==> config.mk <==
export PLATFORM = sky130hd
export DESIGN_NAME = uart_rx_cfg
export DESIGN_NICKNAME = d
export VERILOG_FILES = /design/src/rtl/uart_rx_cfg.sv
export SDC_FILE = /design/constraint.sdc
export NUM_CORES = 1
export LEC_CHECK = 0
export ABC_AREA = 0
export BUFFER_PORTS_ARGS = -buffer_cell sky130_fd_sc_hd__buf_4
export CAP_MARGIN = 15
export CORE_AREA = 2 2 66 68
export CTS_CLUSTER_SIZE = 12
export DETAILED_ROUTE_END_ITERATION = 6
export DIE_AREA = 0 0 68 70
export HOLD_SLACK_MARGIN = 0.08
export MAX_ROUTING_LAYER = met4
export PLACE_DENSITY = 0.69
export SLEW_MARGIN = 20
export SYNTH_ARGS = -nofsm -noshare
export SYNTH_HDL_FRONTEND = slang
export SYNTH_SLANG_ARGS = --single-unit
==> constraint.sdc <==
create_clock -name CLK -period 1.95 [get_ports CLK]
set_clock_uncertainty 0.2 [all_clocks]
set_input_delay 0.195 -clock CLK [delete_from_list [all_inputs] [get_ports CLK]]
set_output_delay 0.195 -clock CLK [all_outputs]
set_load 0.03 [all_outputs]
==> src/rtl/uart_rx_cfg.sv <==
// UART receive path: synchronised, majority-filtered RXD, mid-bit sampling from a
// bit-period counter, configurable deframing and a ready/ACK result register.
module uart_rx_cfg #(
    parameter int DATA_BITS    = 8,
    parameter int CLKS_PER_BIT = 16,
    parameter int PARITY_EN    = 0,
    parameter int PARITY_ODD   = 0,
    parameter int STOP_BITS    = 1
) (
    input  logic                 CLK,
    input  logic                 RST,
    input  logic                 RXD,
    input  logic                 ACK,
    output logic [DATA_BITS-1:0] DQ,
    output logic                 RX_READY,
    output logic                 PERR,
    output logic                 FERR,
    output logic                 OVR
);

    localparam int   H   = CLKS_PER_BIT / 2;
    localparam int   CW  = $clog2(CLKS_PER_BIT);
    localparam logic ODD = (PARITY_ODD != 0);

    typedef enum logic [2:0] {S_IDLE, S_START, S_DATA, S_PARITY, S_STOP} state_t;

    logic [1:0]           sync_q;
    logic [2:0]           taps_q;
    logic                 filt_q;
    logic [5:0]           fill_q;
    logic                 armed_q, armed_d;
    state_t               state_q, state_d;
    logic [CW-1:0]        cnt_q, cnt_d;
    logic [3:0]           bit_q, bit_d;
    logic [DATA_BITS-1:0] sh_q, sh_d;
    logic                 par_q, par_d;
    logic                 facc_q, facc_d;
    logic [DATA_BITS-1:0] dq_q, dq_d;
    logic                 rdy_q, rdy_d, perr_q, perr_d, ferr_q, ferr_d, ovr_q, ovr_d;
    logic                 sample, done;

    // fill_q marks when FILT no longer carries reset-loaded ones.
    always_ff @(posedge CLK) begin
        if (RST) begin
            sync_q <= '1;
            taps_q <= '1;
            filt_q <= 1'b1;
            fill_q <= '0;
        end else begin
            sync_q <= {sync_q[0], RXD};
            taps_q <= {taps_q[1:0], sync_q[1]};
            filt_q <= (taps_q[0] & taps_q[1]) | (taps_q[0] & taps_q[2]) | (taps_q[1] & taps_q[2]);
            fill_q <= {fill_q[4:0], 1'b1};
        end
    end

    always_ff @(posedge CLK) begin
        if (RST) begin
            state_q <= S_IDLE;
            cnt_q   <= '0;
            bit_q   <= '0;
            sh_q    <= '0;
            par_q   <= 1'b0;
            facc_q  <= 1'b0;
            armed_q <= 1'b0;
            dq_q    <= '0;
            rdy_q   <= 1'b0;
            perr_q  <= 1'b0;
            ferr_q  <= 1'b0;
            ovr_q   <= 1'b0;
        end else begin
            state_q <= state_d;
            cnt_q   <= cnt_d;
            bit_q   <= bit_d;
            sh_q    <= sh_d;
            par_q   <= par_d;
            facc_q  <= facc_d;
            armed_q <= armed_d;
            dq_q    <= dq_d;
            rdy_q   <= rdy_d;
            perr_q  <= perr_d;
            ferr_q  <= ferr_d;
            ovr_q   <= ovr_d;
        end
    end

    always_comb begin
        state_d = state_q;
        cnt_d   = cnt_q;
        bit_d   = bit_q;
        sh_d    = sh_q;
        par_d   = par_q;
        facc_d  = facc_q;
        armed_d = armed_q;
        dq_d    = dq_q;
        rdy_d   = rdy_q;
        perr_d  = perr_q;
        ferr_d  = ferr_q;
        ovr_d   = ovr_q;
        done    = 1'b0;
        sample  = (cnt_q == CW'(CLKS_PER_BIT - 1));

        unique case (state_q)
            S_IDLE: begin
                cnt_d = '0;
                // A start needs a genuine high level first, so a low line after reset is ignored.
                if (fill_q[5] && filt_q) armed_d = 1'b1;
                if (armed_q && !filt_q) begin
                    state_d = S_START;
                    armed_d = 1'b0;
                end
            end
            S_START: begin
                if (cnt_q == CW'(H - 1)) begin
                    cnt_d   = '0;
                    bit_d   = '0;
                    par_d   = 1'b0;
                    facc_d  = 1'b0;
                    state_d = filt_q ? S_IDLE : S_DATA;
                end else begin
                    cnt_d = cnt_q + CW'(1);
                end
            end
            default: begin
                if (!sample) begin
                    cnt_d = cnt_q + CW'(1);
                end else begin
                    cnt_d = '0;
                    if (state_q == S_DATA) begin
                        sh_d  = {filt_q, sh_q[DATA_BITS-1:1]};
                        par_d = par_q ^ filt_q;
                        if (bit_q == 4'(DATA_BITS - 1)) begin
                            bit_d   = '0;
                            state_d = (PARITY_EN != 0) ? S_PARITY : S_STOP;
                        end else begin
                            bit_d = bit_q + 4'd1;
                        end
                    end else if (state_q == S_PARITY) begin
                        par_d   = par_q ^ filt_q;
                        state_d = S_STOP;
                    end else begin
                        facc_d = facc_q | ~filt_q;
                        if (bit_q == 4'(STOP_BITS - 1)) begin
                            done    = 1'b1;
                            state_d = S_IDLE;
                        end else begin
                            bit_d = bit_q + 4'd1;
                        end
                    end
                end
            end
        endcase

        // A completion coinciding with ACK consumes the old character, so no overrun.
        if (done) begin
            dq_d   = sh_q;
            perr_d = (PARITY_EN != 0) && (par_q != ODD);
            ferr_d = facc_q | ~filt_q;
            ovr_d  = rdy_q & ~ACK;
            rdy_d  = 1'b1;
        end else if (ACK && rdy_q) begin
            rdy_d = 1'b0;
            ovr_d = 1'b0;
        end
    end

    assign DQ       = dq_q;
    assign RX_READY = rdy_q;
    assign PERR     = perr_q;
    assign FERR     = ferr_q;
    assign OVR      = ovr_q;

endmodule

==> results of run 1 <==
-- metal layers --
metal	vias to the layer above	track usage, %	routed length [microns]
met5	-	-	0
met1	630	21.3	1590
met3	4	4.83	211
met4	0	4.67	31
li1	743	-	-
met2	40	24.2	1620
-- Yosys cell counts, types with 2 or more instances --
cell type,number
sky130_fd_sc_hd__dfxtp_1,44
sky130_fd_sc_hd__nand2_1,29
sky130_fd_sc_hd__a21oi_1,24
sky130_fd_sc_hd__nand3_1,13
sky130_fd_sc_hd__nor2_1,7
sky130_fd_sc_hd__clkbuf_1,6
sky130_fd_sc_hd__inv_1,6
sky130_fd_sc_hd__nor3_1,6
sky130_fd_sc_hd__or2_2,6
sky130_fd_sc_hd__nor2b_1,5
sky130_fd_sc_hd__o21ai_0,5
sky130_fd_sc_hd__nand4_1,4
sky130_fd_sc_hd__nor3b_1,4
sky130_fd_sc_hd__a211oi_1,3
sky130_fd_sc_hd__buf_2,3
sky130_fd_sc_hd__ha_1,3
sky130_fd_sc_hd__and3_1,2
sky130_fd_sc_hd__nand3b_1,2
-- layout make-up --
class,instances,area [sq um]
Fill cell,380,1990
Timing Repair Buffer,32,248
Sequential cell,44,883
Clock buffer,6,82.6
Tap cell,52,65.1
Clock inverter,2,38.8
Multi-Input combinational cell,136,810
Inverter,6,22.5
-- worst max-delay path: stages, from the launching register on --
cell	delay, ps
sky130_fd_sc_hd__dfxtp_2	330
sky130_fd_sc_hd__inv_2	60
sky130_fd_sc_hd__ha_4	120
sky130_fd_sc_hd__or3b_1	330
sky130_fd_sc_hd__a222oi_1	340
sky130_fd_sc_hd__buf_4	200
sky130_fd_sc_hd__nand2_2	60
sky130_fd_sc_hd__a31o_1	200
-- how the worst min path moves through the flow --
stage                                     from                   end  slack (ps)  cells past startpoint
after floorplan                            ACK      OVR$_SDFFE_PP0P_          90                      1
after global placement                     RXD  sync_q[0]$_SDFF_PP1_         180                      2
after detailed placement                   RXD  sync_q[0]$_SDFF_PP1_         190                      2
after CTS                 sync_q[1]$_SDFF_PP1_  taps_q[0]$_SDFF_PP1_         220                      1
after global routing      sync_q[1]$_SDFF_PP1_  taps_q[0]$_SDFF_PP1_         240                      1
final                     sync_q[1]$_SDFF_PP1_  taps_q[0]$_SDFF_PP1_         220                      1
-- registers in the layout, indices dropped and copies added (netlist names), 2 cells and up --
register and count:
state_q 3, sh_q 8, bit_q 4, fill_q 6
taps_q 3, cnt_q 4, DQ 8, sync_q 2
-- cell usage in the layout (no fill, tap or decap), drive strengths merged, types with 2 or more instances in the layout --
cell,synthesis,routed
or3b,2,2
dlygate4sd3,0,3
nor3,6,6
and3,2,2
nor2b,5,5
o21ai,5,5
nand3b,2,2
nor3b,5,5
ha,3,3
dfxtp,44,44
nor2,7,7
nand3,13,13
buf,4,29
nand4,4,4
or2,6,6
a211oi,3,3
nand2,29,29
inv,6,6
clkbuf,6,6
a21oi,24,24
-- power by group through the flow --
stage	Combinational (mW)	Clock, mW	Sequential, mW
after floorplan	0.0918	0	0.945
after global placement	0.141	0	0.948
after detailed placement	0.142	0	0.948
after CTS	0.147	0.750	0.927
after global routing	0.168	0.788	0.930
final	0.154	0.729	0.928
-- cell families (layout without fill, tap and decap cells) --
family                     after synthesis  after routing  share of synthesized area (%)
and+or+nand+nor                         86             86                           26.0
other                                    1              1                          0.215
adders and majority gates                3              3                           2.16
DFF                                     44             44                           50.6
AOI/OAI and AO/OA                       44             44                           16.2
xor gates and xnor gates                 2              2                           1.01
buffers and inverters                   16             46                           3.88
-- what timing repair did --
action                     in CTS  in global routing
hold endpoints to repair        5                  0
gates resized for setup         0                  2
hold buffers                    3                  0
setup buffers                   0                  2
setup endpoints to repair       0                  3
==> metrics.log, run 1 <==
[metrics] part of the power in registers: a little over 50%
[metrics] fraction of power consumed by combinational cells: about 8.5%
[metrics] detailed-route wire length: between 3000 and 4000 microns
[metrics] H-tree Lvls: 2
[metrics] starting density of the core: between 40% and 50%
[metrics] sequential cell area fraction in the yosys report: between 50% and 60%
[metrics] Cell Pwr Density: ~840 nW/um^2
[metrics] kind of critical path: register to register
[metrics] global-route wire length before repair: 5750 microns
[metrics] First-pass DRT Iterations: 4
[metrics] Critical path origin: bit_q[0]$_SDFFE_PP0P_
[metrics] end of the worst register-to-register path: state_q[0]$_SDFFE_PP0P_
[metrics] share of flip-flops with an asynchronous set or reset after synthesis: 0%
[metrics] number of placed cells counting well taps: between 200 and 300
[metrics] Post-Route Utilization: between 50% and 60%
[metrics] Die X-Extent: approximately 68 microns
[metrics] post-place instance area: a little under 2000 sq um
[metrics] final number of hold-violating endpoints: 0
[metrics] worst setup slack before clock tree synthesis: 19.8 ps
[metrics] number of storage elements in the synthesis netlist: between 40 and 50
[metrics] routed length per instance: 12.4 microns
[metrics] clock latency of the later-clocked register in the worst-skew pair: 300 ps
[metrics] Total GRT Usage: between 10% and 20%
[metrics] TritonCTS buffer count: 5
[metrics] Final Critical Period: about 1900 ps
[metrics] total leakage power: roughly 0.8 nW
[metrics] die area: roughly 4800 sq um
[metrics] kind of launch point of the worst setup path: register
[metrics] Critical Path Sink: state_q[0]$_SDFFE_PP0P_
[metrics] most instantiated flip-flop cell in the synthesis netlist: sky130_fd_sc_hd__dfxtp_1
[metrics] io pins: 16
[metrics] type of destination of the critical path: register
[metrics] clock root buffer: sky130_fd_sc_hd__clkbuf_8
[metrics] DRC: 0
[metrics] worst endpoint required time: just under 2000 ps
[metrics] total chip power: 1.81 mW
[metrics] clock power share: 40.3%
[metrics] worst min-delay path class: register to register
[metrics] number of warnings reported in the yosys synthesis log: 0
[metrics] register-to-register path setup slack: 20 ps
[metrics] Final Non-Filler Cells: about 280
[metrics] maximum number of buffers from clock root to sink: 2
[metrics] initial antenna violation count: 0
[metrics] Maximum Capacitance Violations: 0
[metrics] Starting DRT DRC Count: about 110
[metrics] post-DP HPWL: approximately 2200 microns
[metrics] final cycle utilization of the critical path: about 99%
[metrics] leading area contributor after synthesis: sky130_fd_sc_hd__dfxtp_1
[metrics] vias in the first global route: 1275
[metrics] run status: finished clean
[metrics] post-route design area: about 2100 sq um
[metrics] Syn Area/Cell: a little under 9 sq um
[metrics] Clock Sinks: 44
[metrics] GRT Residual Overflow: 0
[metrics] number of antenna-violating nets in the routed design: 0
[metrics] Mapped Area: 1740 sq um
[metrics] worst hold margin: 216 ps
[metrics] internal power: 1.40 mW
[metrics] distinct cell type count of the synthesized netlist: between 40 and 50
[metrics] RSZ-0062 raised after global routing: yes
[metrics] clock transition at the registers of the reported paths: approximately 90 ps
[metrics] Inserted Diodes: 0
[metrics] share of total power consumed by net switching: 22.5%
[metrics] Final #Nets: around 230
[metrics] # setup viols final: 0
[metrics] CP Data Arrival Time: 1930 ps
[metrics] number of synthesized flops with an enable pin: 0
[metrics] gpl congestion: between 0.8 and 0.9
[metrics] Psw: about 0.41 mW
[metrics] Layout Area Growth over Synthesis: 23.4%
[metrics] via count: 1417
[metrics] maximum VDD drop: around 0.99 mV
[metrics] Vert. Die Dim: roughly 70 microns
[metrics] core footprint: approximately 4100 sq um
[metrics] fin. max-slew vios: 0
[metrics] cell types occupying the most area after synthesis: sky130_fd_sc_hd__dfxtp_1, sky130_fd_sc_hd__a21oi_1, sky130_fd_sc_hd__nand2_1, sky130_fd_sc_hd__nand3_1, sky130_fd_sc_hd__ha_1
[metrics] routed vias/inst: a little over 5
[metrics] share of layout cells above drive strength 1: 25.2%
[metrics] share of Yosys cell area claimed by the top area cell type: ~51%
[metrics] post-synth net total: between 200 and 250
[metrics] number of placement rows: 24
[metrics] R2R Path Start: bit_q[0]$_SDFFE_PP0P_
[metrics] Port-buffer cells: 14
[metrics] maximum number of pins on one net before global-route repair: 42
[metrics] maximum clock frequency: 0.518 GHz
[metrics] Setup Total Neg Slack: 0 ps
[metrics] CTS tree: done
[metrics] number of cells traversed by the worst register-to-register path: 7
[metrics] maximum net fanout on the critical path: 5
[metrics] final setup margin: about 19 ps
[metrics] Cells after Synth: slightly below 200
Power figures use the tool's default switching activity.
==> run 2: changes to the inputs <==
- BUFFER_PORTS_ARGS: -buffer_cell sky130_fd_sc_hd__buf_4 -> unset
- DONT_BUFFER_PORTS: unset -> 1
- PLACE_DENSITY: 0.69 -> 0.66
==> run 2 against run 1 <==
Against the previous run: clock power increased by 2%; routed wire length decreased by 1.9%; critical path depth did not move; register-to-register slack better by 20 ps; design area down 2.9%; power up 0.75%; first-iteration DRC count down 11%; setup slack improved by 20 ps; utilization fell by 1.5 points; via count down 1.5%; highest routed layer unchanged.
==> metrics.log, run 2 (synthesis gave the netlist of run 1 again) <==
[metrics] CP Data Arrival Time: 1910 ps
[metrics] core footprint: slightly above 4000 sq um
[metrics] maximum number of pins on one net before global-route repair: 43
[metrics] Die X-Extent: ~68 microns
[metrics] RSZ-0062 raised after global routing: yes
[metrics] initial antenna violation count: 0
[metrics] Final Critical Period: 1910 ps
[metrics] routed length per instance: ~13 microns
[metrics] Vert. Die Dim: 70 microns
[metrics] gpl congestion: between 0.8 and 0.9
[metrics] final cycle utilization of the critical path: a little over nine tenths
[metrics] Port-buffer cells: 0
[metrics] type of destination of the critical path: register
[metrics] cell at the slowest stage of the critical path: sky130_fd_sc_hd__or3b_1
[metrics] maximum VDD drop: 0.656 mV
[metrics] DRC: 0
[metrics] Worst Path Buf+Inv: 2
[metrics] combined area of the multi-input logic cells: 813 sq um
[metrics] Cell Pwr Density: between 800 and 900 nW/um^2
[metrics] maximum number of buffers from clock root to sink: 2
[metrics] maximum net fanout on the critical path: 5
[metrics] part of the power in registers: 50.8%
[metrics] CP top delay family: compound AO/OA/AOI/OAI gates
[metrics] post-DP HPWL: 2220 microns
[metrics] Final #Nets: 220
[metrics] Layout Area Growth over Synthesis: 19.9%
[metrics] worst min-delay path class: register to register
[metrics] worst endpoint required time: between 1500 and 2000 ps
[metrics] clock transition at the registers of the reported paths: about 80 ps
[metrics] clock latency of the later-clocked register in the worst-skew pair: 300 ps
[metrics] Psw: ~0.42 mW
[metrics] clock root buffer: sky130_fd_sc_hd__clkbuf_8
[metrics] delay contributed by the slowest stage of the critical path: roughly 340 ps
[metrics] combined flip-flop and latch cell area: between 800 and 900 sq um
[metrics] kind of critical path: register to register
[metrics] Inserted Diodes: 0
[metrics] Total GRT Usage: 16.9%
[metrics] clock power share: roughly two fifths
[metrics] GRT Residual Overflow: 0
[metrics] post-place instance area: approximately 1900 sq um
[metrics] fraction of power consumed by combinational cells: slightly above 8%
[metrics] share of total power consumed by net switching: between 20% and 30%
[metrics] First-pass DRT Iterations: 4
[metrics] number of antenna-violating nets in the routed design: 0
[metrics] H-tree Lvls: 2
[metrics] kind of launch point of the worst setup path: register
[metrics] Maximum Capacitance Violations: 0
[metrics] via count: about 1.4k
[metrics] number of placement rows: 24
[metrics] detailed-route wire length: roughly 3400 microns
[metrics] number of filler instances in the final layout: 400
[metrics] run status: finished clean
[metrics] worst hold margin: between 200 and 250 ps
[metrics] post-route design area: about 2100 sq um
[metrics] routed vias/inst: between 5 and 6
[metrics] global-route wire length before repair: between 5000 and 6000 microns
[metrics] vias in the first global route: approximately 1.3k
[metrics] internal power: approximately 1.4 mW
[metrics] list of cells traversed by the critical path: inv_2, ha_4, or3b_1, a222oi_1, buf_4, nand2_2, a31o_1
[metrics] fin. max-slew vios: 0
[metrics] share of layout cells above drive strength 1: 21.5%
[metrics] most common library cell in the layout ignoring fill and taps: sky130_fd_sc_hd__dfxtp_1
[metrics] CTS tree: done
[metrics] total leakage power: about 0.74 nW
[metrics] TritonCTS buffer count: 5
[metrics] Clock Sinks: 44
[metrics] final number of hold-violating endpoints: 0
[metrics] commonest non-fill, non-tap cells in the layout: sky130_fd_sc_hd__dfxtp_1, sky130_fd_sc_hd__nand2_1, sky130_fd_sc_hd__a21oi_1
[metrics] Starting DRT DRC Count: 95
[metrics] io pins: 16
[metrics] die area: between 4000 and 5000 sq um
[metrics] maximum clock frequency: about 0.52 GHz
[metrics] # setup viols final: 0
[metrics] starting density of the core: between 40% and 50%
==> run 2: timing repair <==
item	CTS	global route
buffers inserted	2	1
setup endpoints to repair	1	3
endpoints found under the hold margin	44	0
resized for setup	1	2
pin swaps	1	1
hold buffers	4	0
==> run 2: layout make-up <==
type	instances	area share [%]
Clock buffer	6	3.95
Clock inverter	2	1.86
Inverter	6	1.08
Multi-Input combinational cell	136	38.9
Sequential cell	44	42.3
Tap cell	52	3.12
Timing Repair Buffer	20	8.75
==> run 2: final timing paths <==
check / start / endpoint / slack, ps / depth (start not counted)
worst max register to register: bit_q[0]$_SDFFE_PP0P_ / state_q[0]$_SDFFE_PP0P_ / 40 / 7
worst min-delay path: sync_q[1]$_SDFF_PP1_ / taps_q[0]$_SDFF_PP1_ / 220 / 1
worst min register to register: sync_q[1]$_SDFF_PP1_ / taps_q[0]$_SDFF_PP1_ / 220 / 1
worst max-delay path: bit_q[0]$_SDFFE_PP0P_ / state_q[0]$_SDFFE_PP0P_ / 40 / 7
==> run 2: metal layers <==
metal | vias to the layer above | global-route usage [%] | share of wire [%]
met5 | - | - | 0
met4 | 0 | 8.67 | 2.5
met3 | 8 | 5.48 | 4.0
met2 | 31 | 23.4 | 43
met1 | 637 | 21.8 | 51
li1 | 720 | - | -
==> run 2: power by group through the flow <==
| stage | Sequential (mW) | Combinational (mW) | Clock (mW) |
|---|---|---|---|
| floorplan | 0.945 | 0.0918 | 0 |
| global placement | 0.948 | 0.123 | 0 |
| detailed placement | 0.949 | 0.123 | 0 |
| CTS | 0.928 | 0.148 | 0.765 |
| global route | 0.930 | 0.166 | 0.799 |
| finish | 0.927 | 0.151 | 0.747 |
==> run 2: through the flow <==
stage / cells / util (%) / setup slack [ps] / power (mW) / TNS, ps
2_1_floorplan: 196 / - / -37.2 / 1.04 / -37.2
3_3_place_gp: 251 / 45.5 / 45.2 / 1.07 / 0
3_5_place_dp: 251 / 45.5 / 20.8 / 1.07 / 0
4_1_cts: 265 / 50.1 / 13.9 / 1.84 / 0
5_1_grt: 266 / 50.4 / -63.8 / 1.90 / -146
6_report: 266 / 50.4 / 39.7 / 1.82 / 0
==> run 3: changes to the inputs <==
- ABC_AREA: 0 -> 1
- ABC_CLOCK_PERIOD_IN_PS: unset -> 1950
- CTS_BUF_LIST: unset -> sky130_fd_sc_hd__clkbuf_16
==> run 3 against run 2 <==
Against the previous run: sequential power up 7.2%; utilization down 2.1 points; clock power up 21%; final cell count up 10%; flip-flop and latch count unchanged; design area down 4.3%; non-clock buffer count down 14; global-route usage down 1.8 points; routed wire length down 10%; critical path depth down 1; critical path type unchanged.
==> metrics.log, run 3 <==
[metrics] run status: finished clean
[metrics] routed vias/inst: ~4.7
[metrics] Inserted Diodes: 0
[metrics] Cell Pwr Density: 1210 nW/um^2
[metrics] Post-Route Utilization: 48.2%
[metrics] # setup viols final: 0
[metrics] post-DP HPWL: between 2000 and 2500 microns
[metrics] H-tree Lvls: 2
[metrics] Starting DRT DRC Count: 67
[metrics] Cells after Synth: 236
[metrics] most common library cell in the layout ignoring fill and taps: sky130_fd_sc_hd__nor2_1
[metrics] Psw: 0.717 mW
[metrics] maximum VDD drop: between 0.7 and 0.8 mV
[metrics] share of flip-flops with an asynchronous set or reset after synthesis: 0%
[metrics] vias in the first global route: roughly 1.2k
[metrics] GRT Residual Overflow: 0
[metrics] worst endpoint required time: 1890 ps
[metrics] number of filler instances in the final layout: between 400 and 500
[metrics] internal power: approximately 1.7 mW
[metrics] commonest non-fill, non-tap cells in the layout: sky130_fd_sc_hd__nor2_1, sky130_fd_sc_hd__dfxtp_1, sky130_fd_sc_hd__nand2_1
[metrics] global-route wire length before repair: between 5000 and 6000 microns
[metrics] Die X-Extent: slightly below 70 microns
[metrics] CTS tree: done
[metrics] clock power share: a little under two fifths
[metrics] kind of launch point of the worst setup path: register
[metrics] share of total power consumed by net switching: approximately 30%
[metrics] delay contributed by the slowest stage of the critical path: about 350 ps
[metrics] RSZ-0062 raised after global routing: no
[metrics] io pins: 16
[metrics] number of synthesized flops with an enable pin: 0
[metrics] number of placement rows: 24
[metrics] detailed-route wire length: slightly above 3000 microns
[metrics] Syn Area/Cell: 7.46 sq um
[metrics] CP top delay family: simple AND/OR/NAND/NOR gates
[metrics] First-pass DRT Iterations: 4
[metrics] TritonCTS buffer count: 5
[metrics] clock latency of the later-clocked register in the worst-skew pair: ~280 ps
[metrics] maximum number of buffers from clock root to sink: 2
[metrics] most instantiated flip-flop cell in the synthesis netlist: sky130_fd_sc_hd__dfxtp_1
[metrics] DRC: 0
[metrics] part of the power in registers: 41.2%
[metrics] type of destination of the critical path: register
[metrics] post-CTS setup buffer count: 0
[metrics] Clock Sinks: 44
[metrics] number of storage elements in the synthesis netlist: 44
[metrics] Worst Path Buf+Inv: 1
[metrics] maximum clock frequency: between 0.5 and 0.6 GHz
[metrics] leading area contributor after synthesis: sky130_fd_sc_hd__dfxtp_1
[metrics] sequential cell area fraction in the yosys report: roughly 50%
[metrics] list of cells traversed by the critical path: ha_1, nand3_1, nor3_2, inv_1, nand3_1, a21oi_1
[metrics] CP Data Arrival Time: roughly 1700 ps
[metrics] number of warnings reported in the yosys synthesis log: 0
[metrics] cell at the slowest stage of the critical path: sky130_fd_sc_hd__dfxtp_1
[metrics] Total GRT Usage: 15.2%
[metrics] Layout Area Growth over Synthesis: 13.6%
[metrics] final number of hold-violating endpoints: 0
[metrics] via count: 1383
[metrics] cell types occupying the most area after synthesis: sky130_fd_sc_hd__dfxtp_1, sky130_fd_sc_hd__nor2_1, sky130_fd_sc_hd__nand2_1, sky130_fd_sc_hd__nand3_1, sky130_fd_sc_hd__inv_1
[metrics] Final #Nets: ~250
[metrics] Mapped Area: about 1800 sq um
[metrics] share of Yosys cell area claimed by the top area cell type: between 50% and 60%
[metrics] die area: 4760 sq um
[metrics] final cycle utilization of the critical path: around 88%
[metrics] most instantiated library cell after synthesis: sky130_fd_sc_hd__nor2_1
[metrics] Vert. Die Dim: 70 microns
[metrics] most instantiated cells after synthesis: sky130_fd_sc_hd__nor2_1, sky130_fd_sc_hd__dfxtp_1, sky130_fd_sc_hd__nand2_1
[metrics] maximum number of pins on one net before global-route repair: 27
[metrics] Maximum Capacitance Violations: 0
[metrics] post-synth net total: between 200 and 250
[metrics] clock root buffer: sky130_fd_sc_hd__clkbuf_16
[metrics] total leakage power: ~0.89 nW
[metrics] core footprint: about 4100 sq um
[metrics] worst slew slack as a fraction of its limit: roughly 56%
[metrics] Final Critical Period: ~1700 ps
[metrics] starting density of the core: about 42%
[metrics] kind of critical path: register to register
[metrics] Setup Total Neg Slack: 0 ps
[metrics] cell seen most often among critical-path stages: sky130_fd_sc_hd__nand3_1
[metrics] number of antenna-violating nets in the routed design: 0
[metrics] worst min-delay path class: primary input to register
[metrics] distinct cell type count of the synthesized netlist: 25
[metrics] fraction of power consumed by combinational cells: 21.3%
[metrics] Port-buffer cells: 0
[metrics] maximum net fanout on the critical path: 11
[metrics] slew at the pin with the worst max-slew slack: ~660 ps
[metrics] share of layout cells above drive strength 1: a little under a tenth
[metrics] clock transition at the registers of the reported paths: 50 ps
[metrics] initial antenna violation count: 0
[metrics] fin. max-slew vios: 0
[metrics] gpl congestion: 0.757
[metrics] routed length per instance: 10.4 microns
[run 3: changes by cell type in the layout (fill, tap and decap cells not counted), moves of 6 or more]
cell                       previous run  this run
sky130_fd_sc_hd__inv_1                4        21
sky130_fd_sc_hd__o21ai_0              5        13
sky130_fd_sc_hd__o21ai_1              0         7
sky130_fd_sc_hd__nand2_1             28        40
sky130_fd_sc_hd__clkbuf_8             6         0
sky130_fd_sc_hd__nor2_1               7        52
sky130_fd_sc_hd__a21oi_1             23         9
sky130_fd_sc_hd__buf_4               15         3
[run 3: stage by stage]
stage	total power, mW	hold slack [ps]	worst slack [ps]	cell area (sq um)	cells
after detailed placement	1.52	68.3	245	1810	284
after floorplan	1.43	98.8	443	1760	236
final	2.41	170	236	2000	293
after global routing	2.54	220	53.3	2000	293
after global placement	1.51	67.4	302	1810	284
after CTS	2.42	198	205	2000	293
[run 3: kinds of logic (layout without fill, tap and decap cells)]
family	count (synthesis)	in the layout	share of synthesized area (%)
and+or+nand+nor	123	123	30.4
DFF	44	44	50.0
buffers and inverters	33	38	7.46
AOI/OAI and AO/OA	30	30	8.74
adders and majority gates	3	3	2.13
xor gates and xnor gates	2	2	0.995
other	1	1	0.213
[run 3: worst register-to-register path, stage by stage (launching register included)]
cell                      delay [ps]
sky130_fd_sc_hd__dfxtp_1         350
sky130_fd_sc_hd__ha_1            190
sky130_fd_sc_hd__nand3_1         160
sky130_fd_sc_hd__nor3_2          270
sky130_fd_sc_hd__inv_1           220
sky130_fd_sc_hd__nand3_1         130
sky130_fd_sc_hd__a21oi_1          60
[run 3: power groups by stage]
stage | registers, mW | logic, mW | clock network, mW
global placement | 1.01 | 0.502 | 0
floorplan | 1.00 | 0.422 | 0
CTS | 0.995 | 0.515 | 0.915
detailed placement | 1.01 | 0.502 | 0
finish | 0.994 | 0.513 | 0.903
global route | 1.00 | 0.590 | 0.956
[run 3: per-layer routing]
metal / track usage, % / vias up / wire length, microns
li1: - / 751 / -
met1: 20.9 / 605 / 1550
met2: 20.7 / 21 / 1310
met3: 4.51 / 6 / 129
met4: 6.00 / 0 / 53
met5: - / - / 0
[run 3: cell type report]
type,count,area (sq um),share of cell area (%)
clock buffer,5,125,6.26
tap,52,65.1,3.25
sequential,44,881,44.1
clock inverter,1,30.0,1.50
timing repair buffer,6,52.6,2.63
inverter,26,97.6,4.88
multi-input combinational,159,748,37.4
[run 3: what timing repair did]
| action | in CTS | in global routing |
|---|---|---|
| hold endpoints to repair | 17 | 0 |
| hold buffers | 3 | 0 |
| gates resized for setup | 0 | 0 |
[run 3: final timing paths]
path | slack (ps) | endpoint | from | cells after the start
setup / recovery | 240 | OVR$_SDFFE_PP0P_ | cnt_q[0]$_SDFF_PP0_ | 6
hold / removal | 170 | fill_q[0]$_DFF_P_ | RST | 1
setup reg to reg | 240 | OVR$_SDFFE_PP0P_ | cnt_q[0]$_SDFF_PP0_ | 6
hold reg to reg | 200 | fill_q[4]$_SDFF_PP0_ | fill_q[3]$_SDFF_PP0_ | 2
